$ cat src/rtl/log_wupd_scheduler_pkg.sv
// log_wupd_scheduler_pkg: shared log-word constants and sequencer state encoding
package log_wupd_scheduler_pkg;

    localparam int LOG_WIDTH_DEF = 17;
    localparam int LOG_QP        = 12;

    typedef enum logic [2:0] {
        S_IDLE  = 3'd0,
        S_ISSUE = 3'd1,
        S_DRAIN = 3'd2,
        S_DONE  = 3'd3,
        S_SKIP  = 3'd4
    } state_t;

endpackage

$ cat src/rtl/log_wupd_scheduler_delay_n_arst.sv
// delay_n_arst: N-stage register delay line with asynchronous active-low clear
module delay_n_arst #(
    parameter int W = 1,
    parameter int N = 1
) (
    input  logic         i_clk,
    input  logic         i_rst_n,
    input  logic [W-1:0] i_d,
    output logic [W-1:0] o_q
);

    logic [W-1:0] r_pipe [N];

    // shift the input through N stages, clearing every stage on reset
    always_ff @(posedge i_clk or negedge i_rst_n) begin
        if (!i_rst_n) begin
            for (int i = 0; i < N; i++) r_pipe[i] <= '0;
        end else begin
            r_pipe[0] <= i_d;
            for (int i = 1; i < N; i++) r_pipe[i] <= r_pipe[i-1];
        end
    end

    assign o_q = r_pipe[N-1];

endmodule

$ cat src/rtl/log_wupd_scheduler.sv
// log_wupd_scheduler: sequences one shared log-domain weight-update unit over all taps
module log_wupd_scheduler
    import log_wupd_scheduler_pkg::*;
#(
    parameter int NTAPS     = 8,
    parameter int AW        = 3,
    parameter int LOG_WIDTH = LOG_WIDTH_DEF,
    parameter int RD_LAT    = 1,
    parameter int UPD_LAT   = 2
) (
    input  logic                 i_clk,
    input  logic                 i_rst_n,
    input  logic                 i_start,
    input  logic                 i_adapt_en,
    input  logic [LOG_WIDTH-1:0] i_log_mu_error,
    input  logic                 i_log_error_sign,
    input  logic                 i_log_error_valid,
    output logic                 o_busy,
    output logic                 o_done,
    output logic                 o_skipped,
    output logic                 o_start_drop,
    output logic                 o_x_rd_en,
    output logic [AW-1:0]        o_tap_addr,
    output logic                 o_upd_en,
    output logic [LOG_WIDTH-1:0] o_upd_err,
    output logic                 o_upd_err_sign,
    output logic                 o_upd_err_valid,
    output logic                 o_wb_en,
    output logic [AW-1:0]        o_wb_addr
);

    localparam logic [AW-1:0] LAST = AW'(NTAPS - 1);

    state_t               r_state;
    logic [AW-1:0]        r_tap;
    logic                 r_x_rd_en;
    logic                 r_busy;
    logic                 r_done;
    logic                 r_skipped;
    logic [LOG_WIDTH-1:0] r_err;
    logic                 r_err_sign;
    logic                 r_err_valid;
    logic [AW-1:0]        w_upd_addr;
    logic                 w_last_wb;

    // the update enable trails the read strobe by the buffer read latency
    delay_n_arst #(.W(AW + 1), .N(RD_LAT)) u_rd_dly (
        .i_clk   (i_clk),
        .i_rst_n (i_rst_n),
        .i_d     ({r_x_rd_en, r_tap}),
        .o_q     ({o_upd_en, w_upd_addr})
    );

    // the write-back strobe trails the update enable by the update-unit latency
    delay_n_arst #(.W(AW + 1), .N(UPD_LAT)) u_upd_dly (
        .i_clk   (i_clk),
        .i_rst_n (i_rst_n),
        .i_d     ({o_upd_en, w_upd_addr}),
        .o_q     ({o_wb_en, o_wb_addr})
    );

    assign w_last_wb = o_wb_en && (o_wb_addr == LAST);

    // pass sequencer: issue taps, drain the pipeline, then report completion
    always_ff @(posedge i_clk or negedge i_rst_n) begin
        if (!i_rst_n) begin
            r_state     <= S_IDLE;
            r_tap       <= '0;
            r_x_rd_en   <= 1'b0;
            r_busy      <= 1'b0;
            r_done      <= 1'b0;
            r_skipped   <= 1'b0;
            r_err       <= '0;
            r_err_sign  <= 1'b0;
            r_err_valid <= 1'b0;
        end else begin
            r_done    <= 1'b0;
            r_skipped <= 1'b0;
            case (r_state)
                S_ISSUE: begin
                    if (r_tap == LAST) begin
                        r_x_rd_en <= 1'b0;
                        r_state   <= S_DRAIN;
                    end else begin
                        r_tap <= r_tap + 1'b1;
                    end
                end
                S_DRAIN: begin
                    if (w_last_wb) begin
                        r_busy  <= 1'b0;
                        r_done  <= 1'b1;
                        r_state <= S_DONE;
                    end
                end
                default: begin
                    if (i_start) begin
                        r_err       <= i_log_mu_error;
                        r_err_sign  <= i_log_error_sign;
                        r_err_valid <= i_log_error_valid;
                        if (i_adapt_en && i_log_error_valid) begin
                            r_tap     <= '0;
                            r_x_rd_en <= 1'b1;
                            r_busy    <= 1'b1;
                            r_state   <= S_ISSUE;
                        end else begin
                            r_done    <= 1'b1;
                            r_skipped <= 1'b1;
                            r_state   <= S_SKIP;
                        end
                    end else begin
                        r_state <= S_IDLE;
                    end
                end
            endcase
        end
    end

    assign o_busy          = r_busy;
    assign o_done          = r_done;
    assign o_skipped       = r_skipped;
    assign o_start_drop    = i_start && r_busy;
    assign o_x_rd_en       = r_x_rd_en;
    assign o_tap_addr      = r_tap;
    assign o_upd_err       = r_err;
    assign o_upd_err_sign  = r_err_sign;
    assign o_upd_err_valid = r_err_valid;

endmodule

$ cat config.mk
export PLATFORM = sky130hd
export DESIGN_NAME = log_wupd_scheduler
export DESIGN_NICKNAME = d
export VERILOG_FILES = /design/src/rtl/log_wupd_scheduler_pkg.sv /design/src/rtl/log_wupd_scheduler_delay_n_arst.sv /design/src/rtl/log_wupd_scheduler.sv
export SDC_FILE = /design/constraint.sdc
export NUM_CORES = 1
export LEC_CHECK = 0
export ABC_AREA = 1
export CAP_MARGIN = 20
export CORE_UTILIZATION = 43
export CTS_BUF_LIST = sky130_fd_sc_hd__clkbuf_8 sky130_fd_sc_hd__clkbuf_16
export CTS_CLUSTER_SIZE = 14
export DETAILED_ROUTE_END_ITERATION = 10
export MAX_ROUTING_LAYER = met4
export PLACE_DENSITY = 0.84
export SLEW_MARGIN = 20
export SYNTH_ARGS = -nofsm -noshare
export SYNTH_HDL_FRONTEND = slang
export SYNTH_SLANG_ARGS = --single-unit
$ cat constraint.sdc
create_clock -name i_clk -period 3.8 [get_ports i_clk]
set_clock_uncertainty 0.2 [all_clocks]
set_input_delay 0.76 -clock i_clk [delete_from_list [all_inputs] [get_ports i_clk]]
set_output_delay 0.76 -clock i_clk [all_outputs]
set_load 0.005 [all_outputs]
==> run_results.csv, run 1 <==
group,metric,value,unit
status,status,"finished, final reports clean",
drt,wl_per_cell,11.76,um
sta,max_slew_margin,42.37,%
drt,drc,0,
worst_hold_path,min-delay-start,"u_upd_dly.r_pipe[7]",
critical_path,cp-start-kind,"input port",
cts,numCtsBuffers,5,
cts,clock-sinks,41,
global_routing,grt-ovfl-total,0,
final_layout,layout_commonest_cell,"nand2_1",
die,fp.dieArea,4039,um2
sta,setup_violations,0,
cts,cts-root-buf,"clkbuf_8",
critical_path,cp.required,2.84,ns
yosys,yosys_warnings,0,
pwr,powerDensity,386.5,nW/um2
critical_path,endpoint_kind,"output pin",
yosys,netlist.top_cell.by_area,"dfrtp_1",
critical_path,path_cells,"clkdlybuf4s50_1 -> nand2_1 -> inv_1 -> clkdlybuf4s50_1",
critical_path,max_stage_delay,0.49,ns
critical_path,path_class,"in -> out",
final_layout,n_antenna_cell,0,
sta,fin_crit_sh,73.63,%
global_routing,grt.total_usage,18.37,%
placed_design,dp_hpwl,2119,um
critical_path,cp_common_cell,"clkdlybuf4s50_1",
cts,path_clk_slew,0.08,ns
sta,maxSlewViolCount,0,
die,ios,55,
sta,hold_violations,0,
cts,cts_hold_buf,0,
final_layout,drive_gt1_share,8.257,%
global_routing,grt_max_degree,42,
global_routing,grt_pass1_wl,5423,um
placed_design,placed_cells,256,
yosys,netlist_area,1629,um2
die,row_count,21,
cts,cts_setup_buffers,0,
drt,drt_iter0_markers,59,
yosys,yosysSeqAreaShare,62.98,%
pwr,peakVddDrop,0.4327,mV
die,core_area,3468,um2
yosys,avgSynthCellArea,9.873,um2
placed_design,placed_cell_area,2143,um2
drt,drtPass1Iterations,4,
cts,cts_max_level,2,
final_layout,finalNetCount,242,
placed_design,io_buffer_count,54,
yosys,netlist.area_leader.share,62.98,%
cts,cts_tree,"built",
sta,min_period,2.798,ns
die,die_x,63.55,um
cts,clk_latency,0.29,ns
critical_path,worstSetupStartpoint,"i_start",
sta,rsz0062_at_grt,"no",
final_layout,design_area,2277,um2
yosys,ys_seq_elements,41,
global_routing,grt_pass1_vias,1245,
global_routing,antenna_found_initial,0,
pwr,p_leak,1.108,nW
critical_path,critPathMaxFanout,2,
placed_design,place.gp.congestion,0.7415,
sta,timing.fmax,0.3574,GHz
final_layout,syn_to_final_growth,39.78,%
sta,fin_setup_tns,0,ns
yosys,synth_area_leaders,"dfrtp_1 (63%), nand2_1 (14%), nand3_1 (7.1%)",
yosys,synthCells,165,
drt,num_vias,1232,
critical_path,r2r_start,"r_state[0]",
die,start_util,46.97,%
yosys,ys_types,18,
drt,viasPerCell,4.667,
worst_hold_path,hp-class,"reg -> reg",
critical_path,cp.arrival,1.84,ns
final_layout,finalNonFillerCells,264,
sta,worst_slew_pin_slew,0.8644,ns
critical_path,slowest_stage,"clkdlybuf4s50_1",
cts,clk_path_buf_depth,2,
drt,drt-total-wl,3105,um
drt,detail-route-antenna-nets,0,
final_layout,final_cell_mix,"nand2_1 (61), clkdlybuf4s50_1 (53), dfrtp_1 (41)",
cts,cts.repair.resized,0,
yosys,syn_nets,190,
job,cap_violations,0,
die,dieHeight,63.55,um
## synthesized netlist by cell type, drive strengths merged
library cell / count
dfrtp: 41
nand2: 63
ha: 2
nor2: 10
nand4: 2
inv: 11
nand3: 24
a21oi: 2
buf: 9
o21ai: 1
## state kept, by name, summed over array words and instances (netlist names)
register and cells:
u_rd_dly.o_q 4, o_x_rd_en 1, o_skipped 1, o_upd_err_valid 1, r_state 3, u_upd_dly.o_q 4
o_done 1, u_upd_dly.r_pipe 4, o_upd_err 17, o_upd_err_sign 1, o_busy 1, o_tap_addr 3
## per-layer routing
metal | global-route usage, % | part of all wire, % | up-vias
met5 | - | 0 | -
met3 | 6.522 | 7.5 | 4
li1 | - | - | 617
met1 | 22.10 | 44 | 563
met4 | 4.261 | 1.2 | 0
met2 | 29.52 | 47 | 48
## kinds of logic after synthesis
group | Yosys count | share of synthesized area [%]
AO/OA/AOI/OAI | 3 | 1.152
adder cells (fa/ha/maj) | 2 | 1.536
AND/OR/NAND/NOR | 99 | 26.80
flip-flops | 41 | 62.98
buffers and inverters | 20 | 7.527
## path summary, 6_finish.rpt
| check | to | slack, ns | cells past startpoint |
|---|---|---|---|
| worst max-delay path | o_start_drop | 1.00 | 4 |
| worst min-delay path | u_upd_dly.o_q[3] | 0.15 | 0 |
| worst max register to register | o_upd_err[11] | 2.09 | 7 |
| worst min register to register | u_upd_dly.o_q[3] | 0.15 | 0 |
| max in group asynchronous | o_upd_err[15] | 2.48 | 1 |
| min in group asynchronous | o_upd_err[4] | 0.38 | 1 |
## per-stage QoR
step	setup WS, ns	hold slack, ns	total power, mW	utilization (%)
CTS	0.9912	0.1526	0.8893	65.66
global route	0.9449	0.1570	0.9126	65.66
finish	1.002	0.1501	0.8802	65.66
floorplan	1.996	0.1312	0.4531	-
detailed placement	0.9927	0.1347	0.4848	61.80
global placement	1.010	0.1315	0.4849	61.80
## critical path, delay by kind of cell
| family | cells | cell delay [ns] |
|---|---|---|
| buffers and inverters | 3 | 1.03 |
| and+or+nand+nor | 1 | 0.05 |
## where the power goes
| group | internal, mW | total, mW | switching (mW) |
|---|---|---|---|
| logic | 0.0215 | 0.0399 | 0.0184 |
| registers | 0.436 | 0.436 | 0 |
| clock network | 0.261 | 0.404 | 0.144 |
## area by class of cell
class                      count  area, um2
clock buffer                   5      68.82
clock inverter                 3      65.06
fill                         285       1191
inverter                      11      43.79
multi-input combinational    104      480.5
sequential                    41       1026
tap                           46      57.56
timing repair buffer          54      535.5
No activity file was read; power rests on OpenSTA's default activity.
==> run 2: changes to the inputs <==
==> constraint.sdc (replaced) <==
create_clock -name i_clk -period 2.9 [get_ports i_clk]
set_clock_uncertainty 0.2 [all_clocks]
set_input_delay 0.58 -clock i_clk [delete_from_list [all_inputs] [get_ports i_clk]]
set_output_delay 0.58 -clock i_clk [all_outputs]
set_load 0.005 [all_outputs]
==> run_results.csv, run 2 (synthesized netlist as in run 1, its figures left out) <==
group,metric,value,unit
drt,drtPass1Iterations,4,
pwr,peakVddDrop,0.2441,mV
sta,rsz0062_at_grt,"no",
worst_hold_path,hp-class,"reg -> reg",
sta,maxSlewViolCount,0,
drt,wl_per_cell,11.53,um
final_layout,nFillCells,306,
sta,hold_violations,0,
die,dieHeight,63.55,um
critical_path,path_class,"in -> out",
die,fp.dieArea,4039,um2
die,row_count,21,
cts,cts-root-buf,"clkbuf_8",
drt,drt-total-wl,3045,um
status,status,"finished, final reports clean",
die,ios,55,
cts,cts_setup_buffers,0,
die,core_area,3468,um2
final_layout,postLayoutCoreUtil,65.15,%
sta,timing.fmax,0.4103,GHz
global_routing,antenna_found_initial,0,
cts,cts.repair.resized,0,
sta,fin_setup_tns,0,ns
critical_path,cp.required,2.12,ns
final_layout,finalNetCount,242,
final_layout,drive_gt1_share,7.798,%
placed_design,io_buffer_count,54,
final_layout,final_cell_mix,"nand2_1 (61), clkdlybuf4s50_1 (53), dfrtp_1 (41)",
cts,path_clk_slew,0.07,ns
global_routing,grt_pass1_wl,5333,um
cts,cts_tree,"built",
critical_path,cp.arrival,1.66,ns
drt,viasPerCell,4.686,
pwr,p_int,0.8765,mW
cts,clock-sinks,41,
final_layout,largest_register_ff_count,17,
global_routing,grt_pass1_vias,1217,
drt,drc,0,
sta,max_slew_margin,42.91,%
sta,fin_crit_sh,84.05,%
pwr,switchingPower,0.2004,mW
cts,clk_latency,0.28,ns
sta,worst_slew_pin_slew,0.8563,ns
global_routing,grt.total_usage,17.82,%
pwr,powerDensity,476.6,nW/um2
drt,detail-route-antenna-nets,0,
pwr,clock_power_share,42.1,%
job,cap_violations,0,
final_layout,layout_commonest_cell,"nand2_1",
critical_path,critPathMaxFanout,2,
cts,cts_hold_buf,0,
critical_path,endpoint_kind,"output pin",
final_layout,syn_to_final_growth,38.71,%
global_routing,grt_max_degree,42,
drt,num_vias,1237,
pwr,seq_power_share,53.1,%
final_layout,n_antenna_cell,0,
sta,min_period,2.437,ns
pwr,comb_power_share,4.8,%
sta,setup_violations,0,
drt,drt_iter0_markers,36,
cts,clk_path_buf_depth,2,
global_routing,grt-ovfl-total,0,
cts,cts_max_level,2,
die,start_util,46.97,%
placed_design,dp_hpwl,2096,um
critical_path,cp-start-kind,"input port",
placed_design,place.gp.congestion,0.7514,
cts,numCtsBuffers,5,
die,die_x,63.55,um
pwr,p_leak,1.103,nW
pwr,p_sw_share,18.61,%
-- run 2: final timing paths --
| check | from | end | slack, ns | cells past startpoint |
|---|---|---|---|---|
| max in group asynchronous | i_rst_n | o_tap_addr[0] | 1.76 | 1 |
| hold / removal | u_upd_dly.r_pipe[7] | u_upd_dly.o_q[3] | 0.15 | 0 |
| setup reg to reg | o_tap_addr[0] | o_tap_addr[2] | 1.16 | 8 |
| hold reg to reg | u_upd_dly.r_pipe[7] | u_upd_dly.o_q[3] | 0.15 | 0 |
| min in group asynchronous | i_rst_n | o_upd_err[2] | 0.20 | 1 |
| setup / recovery | i_start | o_start_drop | 0.46 | 4 |
-- run 2: critical path, cell delays in order --
cell and delay (ns):
clkdlybuf4s50_1 0.49, nand2_1 0.05, inv_1 0.05, clkdlybuf4s50_1 0.48
-- run 2: cell type report --
cell class                      instances  area (um2)  area share [%]
Clock buffer                            6       82.58           3.654
Multi-Input combinational cell        104       480.5           21.26
Timing Repair Buffer                   54       535.5           23.70
Inverter                               11       43.79           1.938
Tap cell                               46       57.56           2.547
Sequential cell                        41        1026           45.40
Clock inverter                          2       33.78           1.495
-- run 2: per-stage QoR --
stage | setup WS (ns) | power, mW | instances | cell area (um2) | hold slack [ns]
floorplan | 1.329 | 0.5937 | 165 | 1629 | 0.08441
global placement | 0.4705 | 0.6354 | 256 | 2143 | 0.1316
detailed placement | 0.4568 | 0.6352 | 256 | 2143 | 0.1347
CTS | 0.4554 | 1.089 | 264 | 2260 | 0.1504
global route | 0.4261 | 1.115 | 264 | 2260 | 0.1586
finish | 0.4627 | 1.077 | 264 | 2260 | 0.1495
-- run 2: power by group through the flow --
stage / Sequential [mW] / Combinational [mW] / Clock (mW)
after floorplan: 0.583 / 0.0111 / 0
after global placement: 0.583 / 0.0528 / 0
after detailed placement: 0.583 / 0.0527 / 0
after CTS: 0.571 / 0.0529 / 0.465
after global routing: 0.571 / 0.0572 / 0.487
final: 0.571 / 0.0519 / 0.454
-- run 2: layer usage --
metal / share of wire, % / up-vias / wire, um / global-route usage (%)
met2: 46 / 47 / 1387 / 28.59
met4: 1.6 / 0 / 48 / 6.818
met5: 0 / - / 0 / -
li1: - / 618 / - / -
met3: 6.3 / 5 / 191 / 3.623
met1: 47 / 567 / 1418 / 22.16
